### src/rtl/otter_fetch_pkg.sv
// -----------------------------------------------------------------------------
// otter_fetch_pkg
// Shared types and constants for the OTTER instruction-fetch stage:
//   - fetch_state_t : fetch FSM states (REQ waits on memory, HOLD waits on decode)
//   - NOP_INSN      : instruction presented when no real word is available
//   - DEFAULT_*     : default parameter values for otter_fetch
//   - pc_add4       : 32-bit modulo PC increment shared by PC and PC_PLUS4 paths
// -----------------------------------------------------------------------------
package otter_fetch_pkg;

    typedef enum logic [0:0] {
        ST_REQ  = 1'b0,
        ST_HOLD = 1'b1
    } fetch_state_t;

    localparam logic [31:0] NOP_INSN               = 32'h0000_0013;
    localparam logic [31:0] DEFAULT_RESET_VEC      = 32'h0000_0000;
    localparam int          DEFAULT_TIMEOUT_CYCLES = 16;

    // Wraps naturally: 32'hFFFF_FFFC + 4 gives 32'h0000_0000.
    function automatic logic [31:0] pc_add4(input logic [31:0] pc);
        return pc + 32'd4;
    endfunction

endpackage

### src/rtl/otter_pc_reg.sv
// -----------------------------------------------------------------------------
// otter_pc_reg
// Program-counter register with load and +4 increment. Load wins over
// increment. Any alignment policy is applied by the caller on i_load_val.
// Ports:
//   i_clk, i_rst_n   clock / asynchronous active-low reset (PC <- RESET_VEC)
//   i_load           load i_load_val into PC
//   i_load_val       value to load
//   i_inc            advance PC by 4 (ignored when i_load is set)
//   o_pc             current PC
//   o_pc_plus4       current PC + 4 (modulo 2^32)
// -----------------------------------------------------------------------------
module otter_pc_reg
    import otter_fetch_pkg::*;
#(
    parameter logic [31:0] RESET_VEC = DEFAULT_RESET_VEC
) (
    input  logic        i_clk,
    input  logic        i_rst_n,
    input  logic        i_load,
    input  logic [31:0] i_load_val,
    input  logic        i_inc,
    output logic [31:0] o_pc,
    output logic [31:0] o_pc_plus4
);

    logic [31:0] r_pc;

    // PC register: load has priority over the sequential advance.
    always_ff @(posedge i_clk or negedge i_rst_n) begin
        if (!i_rst_n) begin
            r_pc <= RESET_VEC;
        end else if (i_load) begin
            r_pc <= i_load_val;
        end else if (i_inc) begin
            r_pc <= pc_add4(r_pc);
        end else begin
            r_pc <= r_pc;
        end
    end

    assign o_pc       = r_pc;
    assign o_pc_plus4 = pc_add4(r_pc);

endmodule

### src/rtl/otter_fetch.sv
// -----------------------------------------------------------------------------
// otter_fetch
// Instruction-fetch stage for the OTTER core. Issues one instruction-memory
// read at a time at PC, captures the returned word into IR, and holds it until
// decode accepts it. Redirects (i_pc_write) can arrive in any state; a
// response belonging to a request issued before the redirect is squashed.
// A wait counter abandons a request that gets no response and retries it.
//
// Optional feature macro: FETCH_MISALIGN_EN
//   defined   : a redirect to a non word-aligned address presents a NOP with
//               o_fetch_fault=1 instead of fetching.
//   undefined : redirect targets are forced word-aligned, o_fetch_fault is 0.
//
// Ports:
//   i_clk, i_rst_n  clock / asynchronous active-low reset
//   i_next_pc       redirect target from the PC-source mux
//   i_pc_write      redirect strobe
//   o_imem_req      instruction-memory read request
//   o_imem_addr     read address (= PC)
//   i_imem_valid    read-data-valid strobe
//   i_imem_rdata    read data
//   o_ir_valid      IR / PC_OUT hold a fetched instruction
//   i_ir_ready      decode accepts IR this cycle
//   o_ir            fetched instruction
//   o_pc_out        address of o_ir
//   o_pc_plus4      o_pc_out + 4
//   o_fetch_err     one-cycle pulse when a request times out
//   o_fetch_fault   misaligned redirect presented with o_ir_valid
// -----------------------------------------------------------------------------
module otter_fetch
    import otter_fetch_pkg::*;
#(
    parameter logic [31:0] RESET_VEC      = DEFAULT_RESET_VEC,
    parameter int          TIMEOUT_CYCLES = DEFAULT_TIMEOUT_CYCLES
) (
    input  logic        i_clk,
    input  logic        i_rst_n,
    input  logic [31:0] i_next_pc,
    input  logic        i_pc_write,
    output logic        o_imem_req,
    output logic [31:0] o_imem_addr,
    input  logic        i_imem_valid,
    input  logic [31:0] i_imem_rdata,
    output logic        o_ir_valid,
    input  logic        i_ir_ready,
    output logic [31:0] o_ir,
    output logic [31:0] o_pc_out,
    output logic [31:0] o_pc_plus4,
    output logic        o_fetch_err,
    output logic        o_fetch_fault
);

    localparam int               CNT_W    = (TIMEOUT_CYCLES > 1) ? $clog2(TIMEOUT_CYCLES) : 1;
    localparam logic [CNT_W-1:0] CNT_LAST = CNT_W'(TIMEOUT_CYCLES - 1);

    fetch_state_t     r_state,      w_state_nxt;
    logic             r_imem_req,   w_imem_req_nxt;
    logic             r_squash,     w_squash_nxt;
    logic [CNT_W-1:0] r_wait_cnt,   w_wait_cnt_nxt;
    logic [31:0]      r_ir,         w_ir_nxt;
    logic [31:0]      r_pc_out,     w_pc_out_nxt;
    logic [31:0]      r_pc_plus4,   w_pc_plus4_nxt;
    logic             r_ir_valid;
    logic             r_fetch_err;
    logic             r_fetch_fault, w_fetch_fault_nxt;

    logic [31:0]      w_pc;
    logic [31:0]      w_pc_plus4;
    logic [31:0]      w_pc_load_val;
    logic             w_pc_load;
    logic             w_pc_inc;
    logic             w_misalign;
    logic             w_resp;
    logic             w_accept;
    logic             w_waiting;
    logic             w_timeout;

`ifdef FETCH_MISALIGN_EN
    assign w_misalign    = (i_next_pc[1:0] != 2'b00);
    assign w_pc_load_val = i_next_pc;
`else
    assign w_misalign    = 1'b0;
    assign w_pc_load_val = {i_next_pc[31:2], 2'b00};
`endif

    otter_pc_reg #(
        .RESET_VEC (RESET_VEC)
    ) u_pc_reg (
        .i_clk      (i_clk),
        .i_rst_n    (i_rst_n),
        .i_load     (w_pc_load),
        .i_load_val (w_pc_load_val),
        .i_inc      (w_pc_inc),
        .o_pc       (w_pc),
        .o_pc_plus4 (w_pc_plus4)
    );

    // A response ends the single outstanding request, whether live or squashed.
    // Only a live request's response, with no redirect this cycle, is kept.
    assign w_resp    = i_imem_valid && (r_imem_req || r_squash);
    assign w_accept  = w_resp && r_imem_req && !i_pc_write;
    assign w_waiting = (r_state == ST_REQ) && (r_imem_req || r_squash) &&
                       !i_imem_valid && !i_pc_write;
    assign w_timeout = w_waiting && (r_wait_cnt == CNT_LAST);

    // FSM next state, PC control and IR/PC_OUT capture; redirect wins in any state.
    always_comb begin
        w_state_nxt       = r_state;
        w_ir_nxt          = r_ir;
        w_pc_out_nxt      = r_pc_out;
        w_pc_plus4_nxt    = r_pc_plus4;
        w_fetch_fault_nxt = r_fetch_fault;
        w_pc_load         = 1'b0;
        w_pc_inc          = 1'b0;
        if (i_pc_write) begin
            w_pc_load = 1'b1;
            if (w_misalign) begin
                // Present the bad target as a faulting NOP without touching memory.
                w_state_nxt       = ST_HOLD;
                w_ir_nxt          = NOP_INSN;
                w_pc_out_nxt      = i_next_pc;
                w_pc_plus4_nxt    = pc_add4(i_next_pc);
                w_fetch_fault_nxt = 1'b1;
            end else begin
                w_state_nxt       = ST_REQ;
                w_fetch_fault_nxt = 1'b0;
            end
        end else begin
            case (r_state)
                ST_REQ: begin
                    if (w_accept) begin
                        w_state_nxt       = ST_HOLD;
                        w_ir_nxt          = i_imem_rdata;
                        w_pc_out_nxt      = w_pc;
                        w_pc_plus4_nxt    = w_pc_plus4;
                        w_fetch_fault_nxt = 1'b0;
                    end else begin
                        w_state_nxt = ST_REQ;
                    end
                end
                ST_HOLD: begin
                    if (i_ir_ready) begin
                        w_state_nxt       = ST_REQ;
                        w_pc_inc          = 1'b1;
                        w_fetch_fault_nxt = 1'b0;
                    end else begin
                        w_state_nxt = ST_HOLD;
                    end
                end
                default: begin
                    w_state_nxt = ST_REQ;
                end
            endcase
        end
    end

    // Squash tracking: a redirect while a request is live marks its response stale.
    always_comb begin
        w_squash_nxt = r_squash;
        if (w_timeout) begin
            w_squash_nxt = 1'b0;
        end else if (w_resp) begin
            w_squash_nxt = 1'b0;
        end else if (i_pc_write && r_imem_req) begin
            w_squash_nxt = 1'b1;
        end else begin
            w_squash_nxt = r_squash;
        end
    end

    // Wait counter and request enable; a timeout drops the request for one cycle.
    always_comb begin
        w_wait_cnt_nxt = '0;
        if (w_timeout) begin
            w_wait_cnt_nxt = '0;
        end else if (w_waiting) begin
            w_wait_cnt_nxt = r_wait_cnt + CNT_W'(1);
        end else begin
            w_wait_cnt_nxt = '0;
        end
        // No new request while a squashed response is still owed.
        w_imem_req_nxt = (w_state_nxt == ST_REQ) && !w_squash_nxt && !w_timeout;
    end

    // All fetch-stage state and registered outputs.
    always_ff @(posedge i_clk or negedge i_rst_n) begin
        if (!i_rst_n) begin
            r_state       <= ST_REQ;
            r_imem_req    <= 1'b0;
            r_squash      <= 1'b0;
            r_wait_cnt    <= '0;
            r_ir          <= NOP_INSN;
            r_pc_out      <= 32'h0000_0000;
            r_pc_plus4    <= 32'h0000_0004;
            r_ir_valid    <= 1'b0;
            r_fetch_err   <= 1'b0;
            r_fetch_fault <= 1'b0;
        end else begin
            r_state       <= w_state_nxt;
            r_imem_req    <= w_imem_req_nxt;
            r_squash      <= w_squash_nxt;
            r_wait_cnt    <= w_wait_cnt_nxt;
            r_ir          <= w_ir_nxt;
            r_pc_out      <= w_pc_out_nxt;
            r_pc_plus4    <= w_pc_plus4_nxt;
            r_ir_valid    <= (w_state_nxt == ST_HOLD);
            r_fetch_err   <= w_timeout;
            r_fetch_fault <= w_fetch_fault_nxt;
        end
    end

    assign o_imem_req    = r_imem_req;
    assign o_imem_addr   = w_pc;
    assign o_ir_valid    = r_ir_valid;
    assign o_ir          = r_ir;
    assign o_pc_out      = r_pc_out;
    assign o_pc_plus4    = r_pc_plus4;
    assign o_fetch_err   = r_fetch_err;
    assign o_fetch_fault = r_fetch_fault;

endmodule

### config.mk
export PLATFORM = sky130hd
export DESIGN_NAME = otter_fetch
export DESIGN_NICKNAME = d
export VERILOG_FILES = /design/src/rtl/otter_fetch_pkg.sv /design/src/rtl/otter_pc_reg.sv /design/src/rtl/otter_fetch.sv
export SDC_FILE = /design/constraint.sdc
export NUM_CORES = 1
export LEC_CHECK = 0
export ABC_CLOCK_PERIOD_IN_PS = 3440
export BUFFER_PORTS_ARGS = -buffer_cell sky130_fd_sc_hd__buf_2
export CAP_MARGIN = 20
export CORE_MARGIN = 2
export CORE_UTILIZATION = 56
export CTS_BUF_LIST = sky130_fd_sc_hd__clkbuf_2 sky130_fd_sc_hd__clkbuf_4 sky130_fd_sc_hd__clkbuf_8
export DETAILED_ROUTE_END_ITERATION = 8
export PLACE_DENSITY_LB_ADDON = 0.08
export SKIP_CTS_REPAIR_TIMING = 1
export SYNTH_ARGS = -nofsm -noshare
export SYNTH_HDL_FRONTEND = slang
export SYNTH_SLANG_ARGS = --single-unit
### constraint.sdc
create_clock -name i_clk -period 3.44 [get_ports i_clk]
set_input_delay 0.344 -clock i_clk [delete_from_list [all_inputs] [get_ports i_clk]]
set_output_delay 0.344 -clock i_clk [all_outputs]
set_load 0.02 [all_outputs]
==> impl_metrics.json <==
{
  "critPathKind": "reg -> reg",
  "first_global_vias": 5215,
  "synth-edff-count": 0,
  "ff2ff_path_depth": 5,
  "port_buffers": 191,
  "ys_seq_area_share_pct": 54.1,
  "vdd_drop_max_uv": 288,
  "grt_max_degree": 114,
  "combPwrFrac_pct": 28.1,
  "cp_max_fo": 15,
  "r2r_setup_slack_ps": 750,
  "crit_path_start_kind": "register",
  "r2r-start": "u_pc_reg.o_pc[2]",
  "fin_crit_sh_pct": 78.2,
  "root_buffer": "clkbuf_8",
  "synth_area_um2": 6020,
  "setup_viol": 0,
  "ios": 201,
  "synth-xor-area-share_pct": 3.93,
  "synth_top_family_by_area": "simple AND/OR/NAND/NOR gates",
  "synthToLayoutAreaGrowth_pct": 22.4,
  "grt_pass1_wl_um": 25600,
  "startpoint": "u_pc_reg.o_pc[2]",
  "p_sw_share_pct": 36.2,
  "ys_async_sr_fraction_pct": 100,
  "end_kind": "register",
  "start_util_pct": 58.0,
  "synth.area.mux_share_pct": 0.353,
  "clk_latency_ps": 450,
  "wl_per_cell_um": 15.8,
  "final_antenna_net_count": 0,
  "final_hold_viol_count": 0,
  "clock-sinks": 130,
  "dr.pass1.iters": 6,
  "worstHoldPathCells": 3,
  "r2r_end": "u_pc_reg.o_pc[22]",
  "top_usage_layer": "met2",
  "met3_usage_pct": 7.02,
  "place_area_um2": 6940,
  "hp-class": "in -> reg",
  "grt_use_met2_pct": 45.0,
  "worstPathRequired_ps": 3800,
  "clock_skew_ps": 10.4,
  "synth-seq-cells": 130,
  "gp_congestion": 0.815,
  "rows": 37,
  "synth-simple-area-share_pct": 27.3,
  "maxCapViolCount": 0,
  "via_count": 5461,
  "fin_crit_ps": 2690,
  "max_freq_mhz": 372,
  "rsz0062_at_grt": "false",
  "synthAdderAreaFrac_pct": 0.416,
  "gr-total-overflow": 0,
  "grt_usage_pct": 28.3,
  "die_x_um": 108,
  "yosysWarningCount": 0,
  "core-area_um2": 10400,
  "slew_headroom_pct": 38.6,
  "pwr-share-seq_pct": 44.7,
  "cts_inserted_buffers": 17,
  "worst_pin_slew_ps": 920,
  "tns_ps": 0,
  "power.density_nw_per_um2": 641,
  "diodes": 0,
  "synthDistinctLibCells": 36,
  "cts_buffer_depth": 2,
  "die-area_um2": 11600,
  "syn-instance-count": 681,
  "drv_slew": 0,
  "routed_wl_um": 15700,
  "finalNetCount": 913,
  "cts_tree": "built",
  "synth_compound_area_share_pct": 9.04,
  "synth_area_per_cell_um2": 8.84,
  "critPathArrivalTime_ps": 3050,
  "ys.flop_type": "dfrtp_1",
  "initialDrtViolationCount": 487,
  "viasPerCell": 5.51,
  "cts.htree.levels": 4,
  "drive_above_1_share_pct": 27.7,
  "switching_power_uw": 1710,
  "p_int_uw": 3010,
  "clk_pin_slew_ps": 70,
  "grtUsageMet1_pct": 38.1,
  "crit_end": "u_pc_reg.o_pc[22]",
  "drc": 0,
  "power_frac_clock_pct": 27.2,
  "final_cell_area_um2": 7370,
  "p_total_uw": 4720,
  "antenna_found_initial": 2,
  "dp_hpwl_um": 10700,
  "die_h_um": 108,
  "status": "complete, no violations",
  "p_leak_uw": 0.00364
}
[stage by stage]
stage / util, % / setup WS, ps / hold slack (ps) / std cells
after CTS: 70.7 / 757 / 75.2 / 989
final: 71.0 / 750 / 88.7 / 991
after global placement: 66.9 / 880 / 446 / 957
after floorplan: - / 1070 / 48.4 / 687
after global routing: 71.0 / 582 / 94.8 / 991
after detailed placement: 66.9 / 790 / 450 / 957
[layout by cell type (no fill, tap or decap), types with 8 or more instances in the layout]
master / netlist / routed
nor2_1: 32 / 32
nand2_1: 237 / 237
dfrtp_1: 126 / 126
xnor2_1: 20 / 20
nand4_1: 15 / 15
o21ai_0: 37 / 37
o31ai_1: 17 / 17
or4_1: 28 / 28
o211ai_1: 8 / 8
buf_2: 5 / 190
nand3_1: 20 / 20
clkbuf_8: 0 / 22
a31oi_1: 24 / 24
nor3_1: 10 / 9
[cell type report]
cell class	count	area (um2)
timing repair buffer	197	1030
fill	864	3000
multi-input combinational	493	2500
sequential	130	3260
clock buffer	27	340
inverter	3	11.3
tap	136	170
clock inverter	5	52.6
[worst min path at each step]
stage / to / slack, ps / from
final: o_ir[4] / 90 / i_imem_rdata[4]
after floorplan: o_fetch_err / 50 / i_rst_n
after global placement: o_ir[4] / 450 / o_ir[4]
after global routing: o_ir[31] / 90 / i_imem_rdata[31]
after detailed placement: o_ir[4] / 450 / o_ir[4]
after CTS: o_ir[4] / 80 / i_imem_rdata[4]
[sequential cells by signal (all words and copies together), names as in the netlist]
register,flops
o_ir,32
o_pc_out,30
o_pc_plus4,30
u_pc_reg.o_pc,30
r_wait_cnt,4
o_fetch_err,1
o_imem_req,1
o_ir_valid,1
r_squash,1
[per-layer routing]
metal	vias up	part of all wire, %
li1	2625	-
met1	2565	43
met2	239	46
met3	30	8.9
met4	2	1.9
met5	-	0.083
[synthesized netlist by cell type, types with 8 or more instances]
| master | instances | share of area [%] |
|---|---|---|
| clkbuf_1 | 40 | 2.5 |
| buf_4 | 11 | 1.4 |
| o31ai_1 | 17 | 2.1 |
| nor3_1 | 10 | 0.83 |
| nor2_1 | 32 | 2.0 |
| nand3_1 | 20 | 1.7 |
| nand4_1 | 15 | 1.6 |
| xnor2_1 | 20 | 2.9 |
| dfrtp_1 | 126 | 52 |
| nand2_1 | 237 | 15 |
| a31oi_1 | 24 | 2.5 |
| o211ai_1 | 8 | 1.0 |
| or4_1 | 28 | 3.5 |
| o21ai_0 | 37 | 3.1 |
[critical path, cell delays in order (launching register included)]
cell,delay [ps]
dfrtp_1,460
ha_1,320
nand3_2,220
or4_1,830
or4_1,600
a31oi_1,190
[power groups by stage]
stage / combinational, uW / clock [uW] / sequential [uW]
2_1_floorplan: 425 / 0 / 2500
3_3_place_gp: 1310 / 0 / 2110
3_5_place_dp: 1330 / 0 / 2130
4_1_cts: 1330 / 1300 / 2100
5_1_grt: 1460 / 1370 / 2150
6_report: 1330 / 1280 / 2110
[kinds of logic after synthesis]
| logic type | after synthesis |
|---|---|
| compound gates | 89 |
| buf+inv | 64 |
| simple gates | 366 |
| other cells | 1 |
| fa+ha+maj | 2 |
| flops | 130 |
| xor+xnor | 27 |
| mux | 2 |
Note: power is estimated with default switching activity, not from simulation.
